File: config.mk
export PLATFORM = sky130hd
export DESIGN_NAME = uc_datapath
export DESIGN_NICKNAME = d
export VERILOG_FILES = /design/src/rtl/uc_datapath.sv
export SDC_FILE = /design/constraint.sdc
export NUM_CORES = 1
export LEC_CHECK = 0
export ABC_AREA = 1
export CAP_MARGIN = 20
export CORE_MARGIN = 2
export CORE_UTILIZATION = 40
export CTS_CLUSTER_DIAMETER = 150
export DETAILED_ROUTE_END_ITERATION = 12
export SETUP_SLACK_MARGIN = 0.02
export SLEW_MARGIN = 20
export SYNTH_ARGS = -nofsm -noshare
export SYNTH_HDL_FRONTEND = slang
export SYNTH_SLANG_ARGS = --single-unit
File: constraint.sdc
create_clock -name clk -period 2.23 [get_ports clk]
set_input_delay 0.223 -clock clk [delete_from_list [all_inputs] [get_ports clk]]
set_output_delay 0.223 -clock clk [all_outputs]
set_load 0.01 [all_outputs]
File: src/rtl/uc_datapath.sv
// uc_datapath: ACCU/R1/carry datapath with combinational UAL, driven by Control_Unit strobes.
// Latency: data_in->R1 1 edge, R1->ACCU via UAL 1 edge, ACCU->data_out 0; ual_res is combinational.
// Backpressure: none; ce=0 freezes all registers. Optional `zero` flag under UC_ZERO_FLAG_EN.
module uc_datapath #(
   parameter int DATA_W = 8
) (
   input  logic              clk,
   input  logic              rst_n,
   input  logic              ce,
   input  logic [2:0]        sel_UAL,
   input  logic              load_R1,
   input  logic              load_accu,
   input  logic              load_carry,
   input  logic              clear_carry,
   input  logic [DATA_W-1:0] data_in,
   output logic [DATA_W-1:0] data_out,
   output logic              carry,
`ifdef UC_ZERO_FLAG_EN
   output logic              zero,
`endif
   output logic [DATA_W-1:0] ual_res
);

   typedef enum logic [2:0] {
      OP_NOR    = 3'b000,
      OP_ADD    = 3'b001,
      OP_SUB    = 3'b010,
      OP_AND    = 3'b011,
      OP_OR     = 3'b100,
      OP_XOR    = 3'b101,
      OP_PASS_B = 3'b110,
      OP_PASS_A = 3'b111
   } ual_op_t;

   logic [DATA_W-1:0] accu;
   logic [DATA_W-1:0] r1;
   logic              ual_c;
   logic [DATA_W:0]   sum_ext;
   logic [DATA_W:0]   diff_ext;

   // Extended-width add/subtract; the top bit is the carry / borrow.
   assign sum_ext  = {1'b0, accu} + {1'b0, r1};
   assign diff_ext = {1'b0, accu} - {1'b0, r1};

   // UAL: result and carry-out from the current ACCU (A) and R1 (B).
   always_comb begin
      ual_res = '0;
      ual_c   = 1'b0;
      case (ual_op_t'(sel_UAL))
         OP_NOR:    ual_res = ~(accu | r1);
         OP_ADD:    begin
                       ual_res = sum_ext[DATA_W-1:0];
                       ual_c   = sum_ext[DATA_W];
                    end
         OP_SUB:    begin
                       ual_res = diff_ext[DATA_W-1:0];
                       ual_c   = diff_ext[DATA_W];
                    end
         OP_AND:    ual_res = accu & r1;
         OP_OR:     ual_res = accu | r1;
         OP_XOR:    ual_res = accu ^ r1;
         OP_PASS_B: ual_res = r1;
         OP_PASS_A: ual_res = accu;
         default:   ual_res = '0;
      endcase
   end

   // Operand and accumulator registers; ACCU samples the pre-edge R1 on a same-edge load.
   always_ff @(posedge clk) begin
      if (!rst_n) begin
         accu <= '0;
         r1   <= '0;
      end else if (ce) begin
         if (load_R1)   r1   <= data_in;
         if (load_accu) accu <= ual_res;
      end
   end

   // Carry flag; clear has priority over load.
   always_ff @(posedge clk) begin
      if (!rst_n) begin
         carry <= 1'b0;
      end else if (ce) begin
         if (clear_carry)     carry <= 1'b0;
         else if (load_carry) carry <= ual_c;
      end
   end

`ifdef UC_ZERO_FLAG_EN
   // Zero flag tracks the carry flag's update conditions.
   always_ff @(posedge clk) begin
      if (!rst_n) begin
         zero <= 1'b0;
      end else if (ce) begin
         if (clear_carry)     zero <= 1'b0;
         else if (load_carry) zero <= (ual_res == '0);
      end
   end
`endif

   assign data_out = accu;

endmodule

==> out/metrics.cfg <==
[outcome]
status=complete, no violations

[placed_design]
io_buffers=34
dp_slack_ps=-255
hpwl_mm=5.35
gp_congestion=0.944
dp.cells=468
placed_area_sq_um=2790

[sta]
drv_slew=0
fin_skew_ps=1.90
rsz0062_at_grt=yes
clock.fmax_mhz=459
worst_slew_pin_slew_ps=612
finalCriticalPeriod_ps=2180
finalHoldViolations=0
tns_ps=0
fin_ws_ps=50.4
finalSetupViolCount=0
slew_headroom_pct=59.1
post-route-period-util_pct=97.7

[clock_network]
clock_sinks=17
clk_pin_slew_worst_paths_ps=80
ctsLongestPathBuffers=2
numCtsBuffers=3
clock_latency_ps=270
htreeDepth=1
cts_tree=built
root_buffer=clkbuf_8
cts_hold_buf=0

[setup_path]
end_kind=output port
critical_path.top_delay_family=adder cells
cp_common_cell=nand3_2
max_stage_delay_ps=380
critPathBufInv=3
path_class=flip-flop to output port
timing.reg2reg.worst_path_depth=11
cp.required_ps=2010
cp_max_fo=3
startpoint=data_out[0]
start_kind=flip-flop
reg2reg_from=data_out[0]
cp_cell_sequence=buf_4, ha_4, fa_2, nand3_2, nand4_1, nand3_2, nand3_2, nor2_4, inv_1, buf_2
critPathSlowestCell=fa_2
cp.depth=10
cp.arrival_ps=1960

[layout]
instances_no_fill=482
drive_gt1_share_pct=34.6
antennaDiodeCount=0
synthToLayoutAreaGrowth_pct=64.2
nets=473
design_area_sq_um=3150

[synth]
yosysMostFrequentCell=nand2_1
yosys-top-cells-area=dfxtp_1 18%, ha_1 16%, nand2_1 13%
synth_cell_type_count=27
yosys.area.top_type=dfxtp_1
ys_ff_latch=17
synth_warnings=0
yosysSeqAreaShare_pct=17.7
synth_commonest_cells=67 x nand2_1, 59 x inv_1, 36 x nor2_1
syn_inst=319
synth_async_sr_flop_share_pct=0
synth-edff-count=0
synthFlopType=dfxtp_1
syn-num-nets=363
netlist.area_leader.share_pct=17.7
syn-cell-area_sq_um=1920
synth_area_per_cell_sq_um=6.02

[die]
rows=25
core_sq_um=4660
fp.dieH_um=73.3
start_util_pct=41.2
num_io_pins=35
die_area_sq_um=5370
die_x_um=73.3

[detailed_routing]
via_count=2503
drt_iter0_drc=199
final_antenna_net_count=0
wl_per_cell_um=14.7
drt_wl_total_mm=7.08
drc=0
vias_per_cell=5.19
drt_first_pass_iters=5

[min_path]
worstHoldStart=carry
hold_class=flip-flop to flip-flop
hold_path_depth=2

[power_and_ir_drop]
finalPower_w=0.00135
power_density_nw_per_um2=427
p_leak_nw=1.60
ir_drop_mv=0.323

[global_routing]
grt_pass1_vias=2365
grt_max_degree=17
antenna_found_initial=0
grt-ovfl-total=0
grt_use_total_pct=27.5
grt_pass1_wl_mm=11.2

[flow_run]
maxCapViolations=0

-- registers in the layout, indices dropped and copies added (netlist names) --
| signal | count |
|---|---|
| carry | 1 |
| r1 | 8 |
| data_out | 8 |
-- kinds of logic after synthesis --
group                      share of synthesized area (%)
buffers and inverters                               13.4
xor gates and xnor gates                           0.456
AOI/OAI and AO/OA                                   16.9
adders and majority gates                           17.7
DFF                                                 17.7
and+or+nand+nor                                     33.9
-- per-layer routing --
layer,GRT usage [%],vias to the layer above,part of all wire (%)
met5,0,-,0
met4,8.69,0,1.6
met3,3.57,11,6.0
met2,40.8,96,43
met1,41.1,1138,49
li1,-,1258,-
-- power by group --
group          switching (W)  internal, W  total (W)
clock network       0.000133     0.000125   0.000258
logic               0.000379     0.000371   0.000750
registers          0.0000135     0.000325   0.000338
total               0.000526     0.000821    0.00135
-- path summary, 6_finish.rpt --
| path | to | slack, ps |
|---|---|---|
| worst max-delay path | ual_res[4] | 50 |
| worst min-delay path | carry | 490 |
| worst max register to register | data_out[2] | 110 |
| worst min register to register | carry | 490 |
-- tightest hold or removal path, stage by stage, from the launching register on --
cell and delay, ps:
dfxtp_1 320, nand2_1 60, a21oi_1 60
-- placed cells by master, fill, tap and decap left out, drive strengths merged, types with 10 or more instances in the layout --
master	instances
ha	24
nor2	38
o22ai	10
nand4	10
o21ai	22
a21oi	21
buf	82
clkdlybuf4s50	23
nand2	68
inv	60
nand3	32
dfxtp	17
-- final cells by class --
cell class,count,area [sq um]
multi-input cells,237,1580
fillers,431,1510
repair buffers,110,888
flip-flops and latches,17,352
inverters,60,225
well taps,54,67.6
clock buffers,3,41.3
clock inverters,1,5.00
-- metrics by stage --
stage / hold WS [ps] / util, %
floorplan: 355 / -
detailed placement: 462 / 59.9
CTS: 477 / 64.5
global route: 523 / 67.7
finish: 490 / 67.7
global placement: 459 / 59.9
-- repair_timing --
item                                   CTS  global route
buffers inserted                         8             4
gates resized for setup                 55            45
pin swaps                                7            25
setup endpoints to repair                8             8
endpoints found under the hold margin    0             0
Power figures use the tool's default switching activity.
